$ cat src/rtl/fb_pkg.sv
// Shared framebuffer definitions for the fill engine and the VGA controller.
// Contents: framebuffer geometry, address/pixel widths, the fill-engine state
// encoding, the latched command record and the row-major base-address helper.
package fb_pkg;

  localparam int FB_WIDTH  = 160;
  localparam int FB_HEIGHT = 120;
  localparam int ADDR_W    = 15;
  localparam int PIXEL_W   = 12;

  typedef enum logic [2:0] {
    IDLE    = 3'd0,
    SETUP   = 3'd1,
    WAIT_VB = 3'd2,
    FILL    = 3'd3,
    DONE    = 3'd4
  } state_t;

  typedef struct packed {
    logic [7:0]         x;
    logic [6:0]         y;
    logic [7:0]         w;
    logic [6:0]         h;
    logic [PIXEL_W-1:0] color;
    logic               sync;
  } cmd_t;

  // y*160 + x built from shifts: 160 = 128 + 32. Peaks at 19199, so it fits.
  function automatic logic [ADDR_W-1:0] pixel_base(input logic [7:0] x,
                                                   input logic [6:0] y);
    logic [ADDR_W-1:0] x_ext;
    logic [ADDR_W-1:0] y_ext;
    x_ext = ADDR_W'(x);
    y_ext = ADDR_W'(y);
    return (y_ext << 7) + (y_ext << 5) + x_ext;
  endfunction

endpackage

$ cat src/rtl/fb_cmd_if.sv
// Rectangle-fill command channel (valid/ready handshake).
// master: drives valid and the command fields, samples ready.
// slave : samples valid and the fields, drives ready.
//   valid  command presented
//   ready  engine can accept a command
//   x, y   top-left pixel (column 8b, row 7b)
//   w, h   size in pixels / rows
//   color  RGB444 fill colour
//   sync   hold the first write until vertical blanking
interface fb_cmd_if import fb_pkg::*; ();

  logic               valid;
  logic               ready;
  logic [7:0]         x;
  logic [6:0]         y;
  logic [7:0]         w;
  logic [6:0]         h;
  logic [PIXEL_W-1:0] color;
  logic               sync;

  modport master (output valid, x, y, w, h, color, sync, input  ready);
  modport slave  (input  valid, x, y, w, h, color, sync, output ready);

endinterface

$ cat src/rtl/fb_addr_gen.sv
// Raster address generator for one clipped rectangle.
// Ports:
//   clock, reset   system clock, synchronous active-high reset
//   base           address of the top-left pixel, loaded on start
//   w_eff, h_eff   clipped width/height (non-zero whenever start/step are used)
//   start          load base and clear the column/row counters
//   step           advance to the next pixel in raster order
//   addr           current pixel address (registered)
//   last           current pixel is the bottom-right one
module fb_addr_gen import fb_pkg::*; (
  input  logic              clock,
  input  logic              reset,
  input  logic [ADDR_W-1:0] base,
  input  logic [8:0]        w_eff,
  input  logic [8:0]        h_eff,
  input  logic              start,
  input  logic              step,
  output logic [ADDR_W-1:0] addr,
  output logic              last
);

  logic [8:0]        col;
  logic [8:0]        row;
  logic [ADDR_W-1:0] row_base;
  logic              end_of_row;

  assign end_of_row = (col == w_eff - 9'd1);
  assign last       = end_of_row && (row == h_eff - 9'd1);

  // NOTE: clocked state uses non-blocking assignments so every register
  // samples the pre-edge values of the others, independent of statement order.
  always_ff @(posedge clock) begin
    if (reset) begin
      col      <= '0;
      row      <= '0;
      row_base <= '0;
      addr     <= '0;
    end else if (start) begin
      col      <= '0;
      row      <= '0;
      row_base <= base;
      addr     <= base;
    end else if (step) begin
      if (end_of_row) begin
        // Jump to the same column one framebuffer row further down.
        col      <= '0;
        row      <= row + 9'd1;
        row_base <= row_base + ADDR_W'(FB_WIDTH);
        addr     <= row_base + ADDR_W'(FB_WIDTH);
      end else begin
        col  <= col + 9'd1;
        addr <= addr + ADDR_W'(1);
      end
    end
  end

endmodule

$ cat src/rtl/fb_fill_engine.sv
// Rectangle-fill engine writing framebuffer port A, one pixel per clock.
// Ports:
//   clock, reset   system clock, synchronous active-high reset
//   cmd            fill command channel (slave side)
//   v_blank        vertical blanking flag from the VGA controller
//   fb_addr        port A address (registered)
//   fb_data        port A write data (registered)
//   fb_we          port A write enable (registered)
//   busy           engine not idle
//   done_irq       one-cycle pulse when a command finishes normally
module fb_fill_engine import fb_pkg::*; (
  input  logic               clock,
  input  logic               reset,
  fb_cmd_if.slave            cmd,
  input  logic               v_blank,
  output logic [ADDR_W-1:0]  fb_addr,
  output logic [PIXEL_W-1:0] fb_data,
  output logic               fb_we,
  output logic               busy,
  output logic               done_irq
);

  state_t state;
  state_t state_next;
  cmd_t   cmd_q;

  logic [8:0]        x_room;
  logic [8:0]        y_room;
  logic [8:0]        w_clip;
  logic [8:0]        h_clip;
  logic [8:0]        w_eff;
  logic [8:0]        h_eff;
  logic              out_of_range;
  logic              zero_area;
  logic [ADDR_W-1:0] base;
  logic              gen_start;
  logic              gen_step;
  logic              gen_last;

  assign cmd.ready = (state == IDLE);
  assign busy      = (state != IDLE);

  // Command fields are captured only on the accepting IDLE cycle.
  always_ff @(posedge clock) begin
    if (reset) begin
      cmd_q <= '0;
    end else if (state == IDLE && cmd.valid) begin
      cmd_q.x     <= cmd.x;
      cmd_q.y     <= cmd.y;
      cmd_q.w     <= cmd.w;
      cmd_q.h     <= cmd.h;
      cmd_q.color <= cmd.color;
      cmd_q.sync  <= cmd.sync;
    end
  end

  // Clipping works on the latched command, so it is stable from SETUP onward
  // and the generator can keep using w_eff/h_eff throughout FILL.
  assign x_room       = 9'(FB_WIDTH) - {1'b0, cmd_q.x};
  assign y_room       = 9'(FB_HEIGHT) - {2'b0, cmd_q.y};
  assign w_clip       = ({1'b0, cmd_q.w} < x_room) ? {1'b0, cmd_q.w} : x_room;
  assign h_clip       = ({2'b0, cmd_q.h} < y_room) ? {2'b0, cmd_q.h} : y_room;
  assign out_of_range = ({1'b0, cmd_q.x} >= 9'(FB_WIDTH)) ||
                        ({2'b0, cmd_q.y} >= 9'(FB_HEIGHT));
  assign w_eff        = out_of_range ? 9'd0 : w_clip;
  assign h_eff        = out_of_range ? 9'd0 : h_clip;
  assign zero_area    = (w_eff == 9'd0) || (h_eff == 9'd0);
  assign base         = pixel_base(cmd_q.x, cmd_q.y);

  fb_addr_gen u_addr_gen (
    .clock (clock),
    .reset (reset),
    .base  (base),
    .w_eff (w_eff),
    .h_eff (h_eff),
    .start (gen_start),
    .step  (gen_step),
    .addr  (fb_addr),
    .last  (gen_last)
  );

  always_ff @(posedge clock) begin
    if (reset) state <= IDLE;
    else       state <= state_next;
  end

  // NOTE: every signal written here gets a default first, so no path through
  // the case can leave one unassigned and infer a latch.
  always_comb begin
    state_next = state;
    gen_start  = 1'b0;
    gen_step   = 1'b0;
    case (state)
      IDLE: begin
        if (cmd.valid) state_next = SETUP;
      end
      SETUP: begin
        if (zero_area) begin
          state_next = DONE;
        end else if (cmd_q.sync) begin
          state_next = WAIT_VB;
        end else begin
          state_next = FILL;
          gen_start  = 1'b1;
        end
      end
      WAIT_VB: begin
        if (v_blank) begin
          state_next = FILL;
          gen_start  = 1'b1;
        end
      end
      FILL: begin
        if (gen_last) state_next = DONE;
        else          gen_step   = 1'b1;
      end
      DONE: begin
        state_next = IDLE;
      end
      default: begin
        state_next = IDLE;
      end
    endcase
  end

  // Outputs are registered from the next state so they line up with the
  // cycle in which that state is current.
  always_ff @(posedge clock) begin
    if (reset) begin
      fb_we    <= 1'b0;
      fb_data  <= '0;
      done_irq <= 1'b0;
    end else begin
      fb_we    <= (state_next == FILL);
      done_irq <= (state_next == DONE);
      if (gen_start) fb_data <= cmd_q.color;
    end
  end

endmodule

$ cat src/flat_wrapper.sv
// flat-port wrapper written by rule: the top's interface ports become plain ports
module fb_fill_engine_flat import fb_pkg::*;
  (clock, reset, v_blank, fb_addr, fb_data, fb_we, busy, done_irq, cmd_valid, cmd_x, cmd_y, cmd_w, cmd_h, cmd_color, cmd_sync, cmd_ready);
  fb_cmd_if cmd_i ();
  input  logic clock;
  input  logic reset;
  input  logic v_blank;
  output logic [ADDR_W-1:0] fb_addr;
  output logic [PIXEL_W-1:0] fb_data;
  output logic fb_we;
  output logic busy;
  output logic done_irq;
  input wire logic [$bits(cmd_i.valid)-1:0] cmd_valid;
  input wire logic [$bits(cmd_i.x)-1:0] cmd_x;
  input wire logic [$bits(cmd_i.y)-1:0] cmd_y;
  input wire logic [$bits(cmd_i.w)-1:0] cmd_w;
  input wire logic [$bits(cmd_i.h)-1:0] cmd_h;
  input wire logic [$bits(cmd_i.color)-1:0] cmd_color;
  input wire logic [$bits(cmd_i.sync)-1:0] cmd_sync;
  output wire logic [$bits(cmd_i.ready)-1:0] cmd_ready;
  assign cmd_i.valid = cmd_valid;
  assign cmd_i.x = cmd_x;
  assign cmd_i.y = cmd_y;
  assign cmd_i.w = cmd_w;
  assign cmd_i.h = cmd_h;
  assign cmd_i.color = cmd_color;
  assign cmd_i.sync = cmd_sync;
  assign cmd_ready = cmd_i.ready;
  fb_fill_engine u_core (.clock(clock), .reset(reset), .cmd(cmd_i), .v_blank(v_blank), .fb_addr(fb_addr), .fb_data(fb_data), .fb_we(fb_we), .busy(busy), .done_irq(done_irq));
endmodule
$ cat config.mk
export PLATFORM = sky130hd
export DESIGN_NAME = fb_fill_engine_flat
export DESIGN_NICKNAME = d
export VERILOG_FILES = /design/src/rtl/fb_pkg.sv /design/src/rtl/fb_cmd_if.sv /design/src/rtl/fb_addr_gen.sv /design/src/rtl/fb_fill_engine.sv /design/src/flat_wrapper.sv
export SDC_FILE = /design/constraint.sdc
export NUM_CORES = 1
export LEC_CHECK = 0
export CORE_ASPECT_RATIO = 0.7
export CORE_UTILIZATION = 40
export CTS_BUF_LIST = sky130_fd_sc_hd__clkbuf_8
export CTS_CLUSTER_SIZE = 8
export DETAILED_ROUTE_END_ITERATION = 6
export GPL_ROUTABILITY_DRIVEN = 0
export PLACE_DENSITY = 0.63
export SLEW_MARGIN = 20
export SYNTH_ARGS = -nofsm -noshare
export SYNTH_HDL_FRONTEND = slang
export SYNTH_SLANG_ARGS = --single-unit
$ cat constraint.sdc
create_clock -name clock -period 7.1 [get_ports clock]
set_input_delay 1.42 -clock clock [delete_from_list [all_inputs] [get_ports clock]]
set_output_delay 1.42 -clock clock [all_outputs]
set_load 0.01 [all_outputs]
==> key figures <==
Worst setup path
  – Crit path DAT: 6.83 ns
  – Critical Path Max Stage Delay: approximately 0.76 ns
  – CP max-delay cell: nor4_1
  – Crit start category: flop
  – Reg2reg start: u_core.cmd_q[35]
  – Cells along the critical path: inv_1 > ha_1 > a21boi_0 > xor2_1 > inv_1 > ha_1 > o21ai_0 > o21bai_1 > o21a_1 > nand2_1 > nand2_1 > o21ai_0 > nand2_1 > ha_1 > inv_1 > a2111oi_4 > xnor3_1 > nor4b_2 > or4b_1 > buf_4 > nor4_1 > a21oi_1 > o21a_1
  – Crit end category: flop
  – WS Path Type: reg -> reg
  – CP max FO: 17
  – Reg-to-reg slack, setup: 0.58 ns
  – Worst R2R End: u_core.u_addr_gen.row[6]
  – Worst Reg2Reg Path Length in Cells: 23
  – Kind of cell adding the most delay to the critical path: simple AND/OR/NAND/NOR gates
  – Data required time at the worst endpoint: approximately 7.4 ns
  – Buffers and inverters on the worst path: 4

Cells and area
  – Post-layout net count: 1039
  – Layout Cell Area excl Fill: 8120 sq um
  – Layout cells sized above 1: between 5 and 6%
  – Area grow syn2layout: 16.5%
  – # diodes: 0
  – Layout fillers: 1660

STA
  – Fmax: 153 MHz
  – Setup violations, final: 0
  – Final Max Tran Viols: 0
  – Setup_tns: 0 ns
  – Worst Tran Pin Value: 1.06 ns
  – Final hold vios: 0
  – Final worst path period need: 6.52 ns
  – Final Cycle Share: 91.8%
  – RSZ-0062 raised after global routing: no
  – Worst Clk Skew: between 0.02 and 0.03 ns
  – Max_slew headroom: 28.5%

GRT
  – First-pass GRT wire length: 33200 um
  – Total GRT Usage: 23.0%
  – Initial antenna violation count: 0
  – Pin count of the biggest net entering global routing: 80
  – Congestion Overflow GR: 0
  – Vias in the first global route: slightly above 6k

Worst hold path
  – Hold wc startpoint: u_core.cmd_q[6]
  – Worst hold endpoint: u_core.fb_data[5]
  – HP Class: reg -> reg
  – Hold depth: 2

Clock network
  – Post-CTS setup buffer count: 0
  – TritonCTS clock tree: done
  – Cts-stage hold buffer count: 0
  – Cts bufs inserted: 9
  – Post_cts resized: 0
  – Clk buf depth: 2
  – Worst skew pair latency: 0.41 ns
  – Clock Sinks: 108
  – Worst-path clk slew: around 0.14 ns
  – CTS Root Cell: clkbuf_8
  – H-tree depth: 3

Route
  – DRC Markers: 0
  – Routed Antenna Nets: 0
  – Detailed-route via count: 6764
  – Vias per cell: 5.70
  – Initial DRT Pass Iterations: 7
  – DRT Wirelength: 20500 um
  – Initial DRC count: 600
  – WL/cell: 17.3 um

Synthesis
  – Dominant synthesized flop cell: dfxtp_1
  – EDFF count, synth: 0
  – Post-synthesis cell area: 6970 sq um
  – Post-synth cell types: between 70 and 80
  – Register area share after synthesis: 31.0%
  – Yosys warning count: 0
  – FF+latch count, synth: between 100 and 150
  – Synth Net Count: 988
  – Asr flop ratio synth: 0%
  – Post-Synthesis Cells: 905
  – Mean Syn Cell Area: between 7 and 8 sq um

Power and ir drop
  – Leak pwr: 3.04 nW
  – VDD IR-drop max: 139 uV
  – PwrDens: 352 nW/um^2

Floorplanning
  – Core region area: 16700 sq um
  – Die area: 18000 sq um
  – # rows: 39
  – Die height: between 100 and 150 um
  – Initial core utilization: around two fifths
  – Ports: 78
  – Die X: 160 um

Place
  – IO buf count: 77
  – DP Area: 7900 sq um
  – HPWL Detailed: approximately 15000 um

Run status
  – Status: finished clean

Job
  – Max-Cap Viols: 0
cell families (layout without fill, tap and decap cells):
logic type / Yosys count / in the layout / synth area share, %
buf+inv: 79 / 135 / 4.70
flops: 108 / 108 / 31.0
mux: 15 / 15 / 2.24
simple gates: 363 / 363 / 25.2
compound gates: 249 / 249 / 22.9
xor+xnor: 55 / 55 / 7.31
fa+ha+maj: 36 / 36 / 6.68
metal layers:
layer	global-route usage, %	share of wire (%)
met4	4.19	0.67
met5	0	0
met3	6.13	9.0
met2	32.0	39
met1	35.1	51
worst register-to-register path, stage by stage, from the launching register on:
cell,delay (ns)
dfxtp_1,0.57
inv_1,0.12
ha_1,0.31
a21boi_0,0.23
xor2_1,0.24
inv_1,0.11
ha_1,0.30
o21ai_0,0.07
o21bai_1,0.21
o21a_1,0.48
nand2_1,0.24
nand2_1,0.11
o21ai_0,0.11
nand2_1,0.09
ha_1,0.28
inv_1,0.14
a2111oi_4,0.37
xnor3_1,0.29
nor4b_2,0.35
or4b_1,0.46
buf_4,0.24
nor4_1,0.77
a21oi_1,0.15
o21a_1,0.23
Yosys cell counts, drive strengths merged (7+ instances only):
cell type / n / area [sq um]
nand2: 167 / 634
nor4: 9 / 62.6
a21o: 8 / 60.1
or3: 9 / 56.3
and3: 15 / 93.8
nand3: 31 / 155
o31ai: 7 / 52.6
nand4: 16 / 100
dfxtp: 108 / 2160
xnor2: 25 / 219
o21a: 9 / 67.6
inv: 29 / 109
nor2: 39 / 146
mux2i: 10 / 100
buf: 10 / 68.8
a21boi: 8 / 60.1
clkbuf: 40 / 150
ha: 34 / 425
a211oi: 21 / 158
nor3: 33 / 175
a21oi: 104 / 521
o211ai: 9 / 67.6
nor2b: 10 / 62.6
xor2: 28 / 245
o21ai: 37 / 193
registers in the layout, indices dropped and copies added (netlist names):
signal	cells
u_core.cmd_q	43
u_core.done_irq	1
u_core.fb_data	12
u_core.fb_we	1
u_core.state	3
u_core.u_addr_gen.addr	15
u_core.u_addr_gen.col	9
u_core.u_addr_gen.row	9
u_core.u_addr_gen.row_base	15
final cells by class:
| cell class | instances | area, sq um | share of cell area (%) |
|---|---|---|---|
| sequential | 108 | 2160 | 26.6 |
| inverter | 29 | 109 | 1.34 |
| clock inverter | 7 | 96.3 | 1.19 |
| tap | 225 | 282 | 3.47 |
| multi-input combinational | 718 | 4490 | 55.2 |
| clock buffer | 9 | 124 | 1.52 |
| timing repair buffer | 90 | 863 | 10.6 |
stage by stage:
| step | cells | total power [mW] | utilization (%) | setup WS [ns] | hold WS, ns |
|---|---|---|---|---|---|
| 4_1_cts | 1186 | 2.85 | 48.7 | 0.740 | 0.461 |
| 2_1_floorplan | 905 | 1.97 | - | 1.77 | 0.432 |
| 6_report | 1186 | 2.86 | 48.7 | 0.583 | 0.456 |
| 3_5_place_dp | 1170 | 2.43 | 47.4 | 0.766 | 0.447 |
| 5_1_grt | 1186 | 3.07 | 48.7 | 0.219 | 0.472 |
| 3_3_place_gp | 1170 | 2.42 | 47.4 | 0.794 | 0.443 |
how the worst max path moves through the flow:
stage	slack (ns)	start	endpoint	depth (start not counted)
global route	0.22	u_core.cmd_q[35]	u_core.u_addr_gen.row[8]	23
detailed placement	0.77	u_core.cmd_q[35]	u_core.u_addr_gen.row[6]	23
CTS	0.74	u_core.cmd_q[35]	u_core.u_addr_gen.row[6]	23
finish	0.58	u_core.cmd_q[35]	u_core.u_addr_gen.row[6]	23
global placement	0.79	u_core.cmd_q[35]	u_core.u_addr_gen.row[6]	23
floorplan	1.77	u_core.cmd_q[35]	u_core.u_addr_gen.row[7]	25
power by group:
| part | internal, mW | total (mW) | switching, mW |
|---|---|---|---|
| sequential | 0.731 | 0.913 | 0.182 |
| clock | 0.148 | 0.421 | 0.273 |
| combinational | 0.614 | 1.53 | 0.912 |
| total | 1.49 | 2.86 | 1.37 |
cell usage in the layout, fill, tap and decap left out, types with 21 or more instances in the layout:
cell type / Yosys / layout
o21ai_0: 34 / 34
xnor2_1: 25 / 25
a21oi_1: 104 / 104
nand3_1: 31 / 31
xor2_1: 28 / 28
ha_1: 34 / 34
nand2_1: 166 / 166
clkdlybuf4s50_1: 0 / 76
nor3_1: 31 / 31
a211oi_1: 21 / 21
dfxtp_1: 108 / 108
nor2_1: 39 / 39
inv_1: 29 / 29
(Power assumes the default switching activity.)
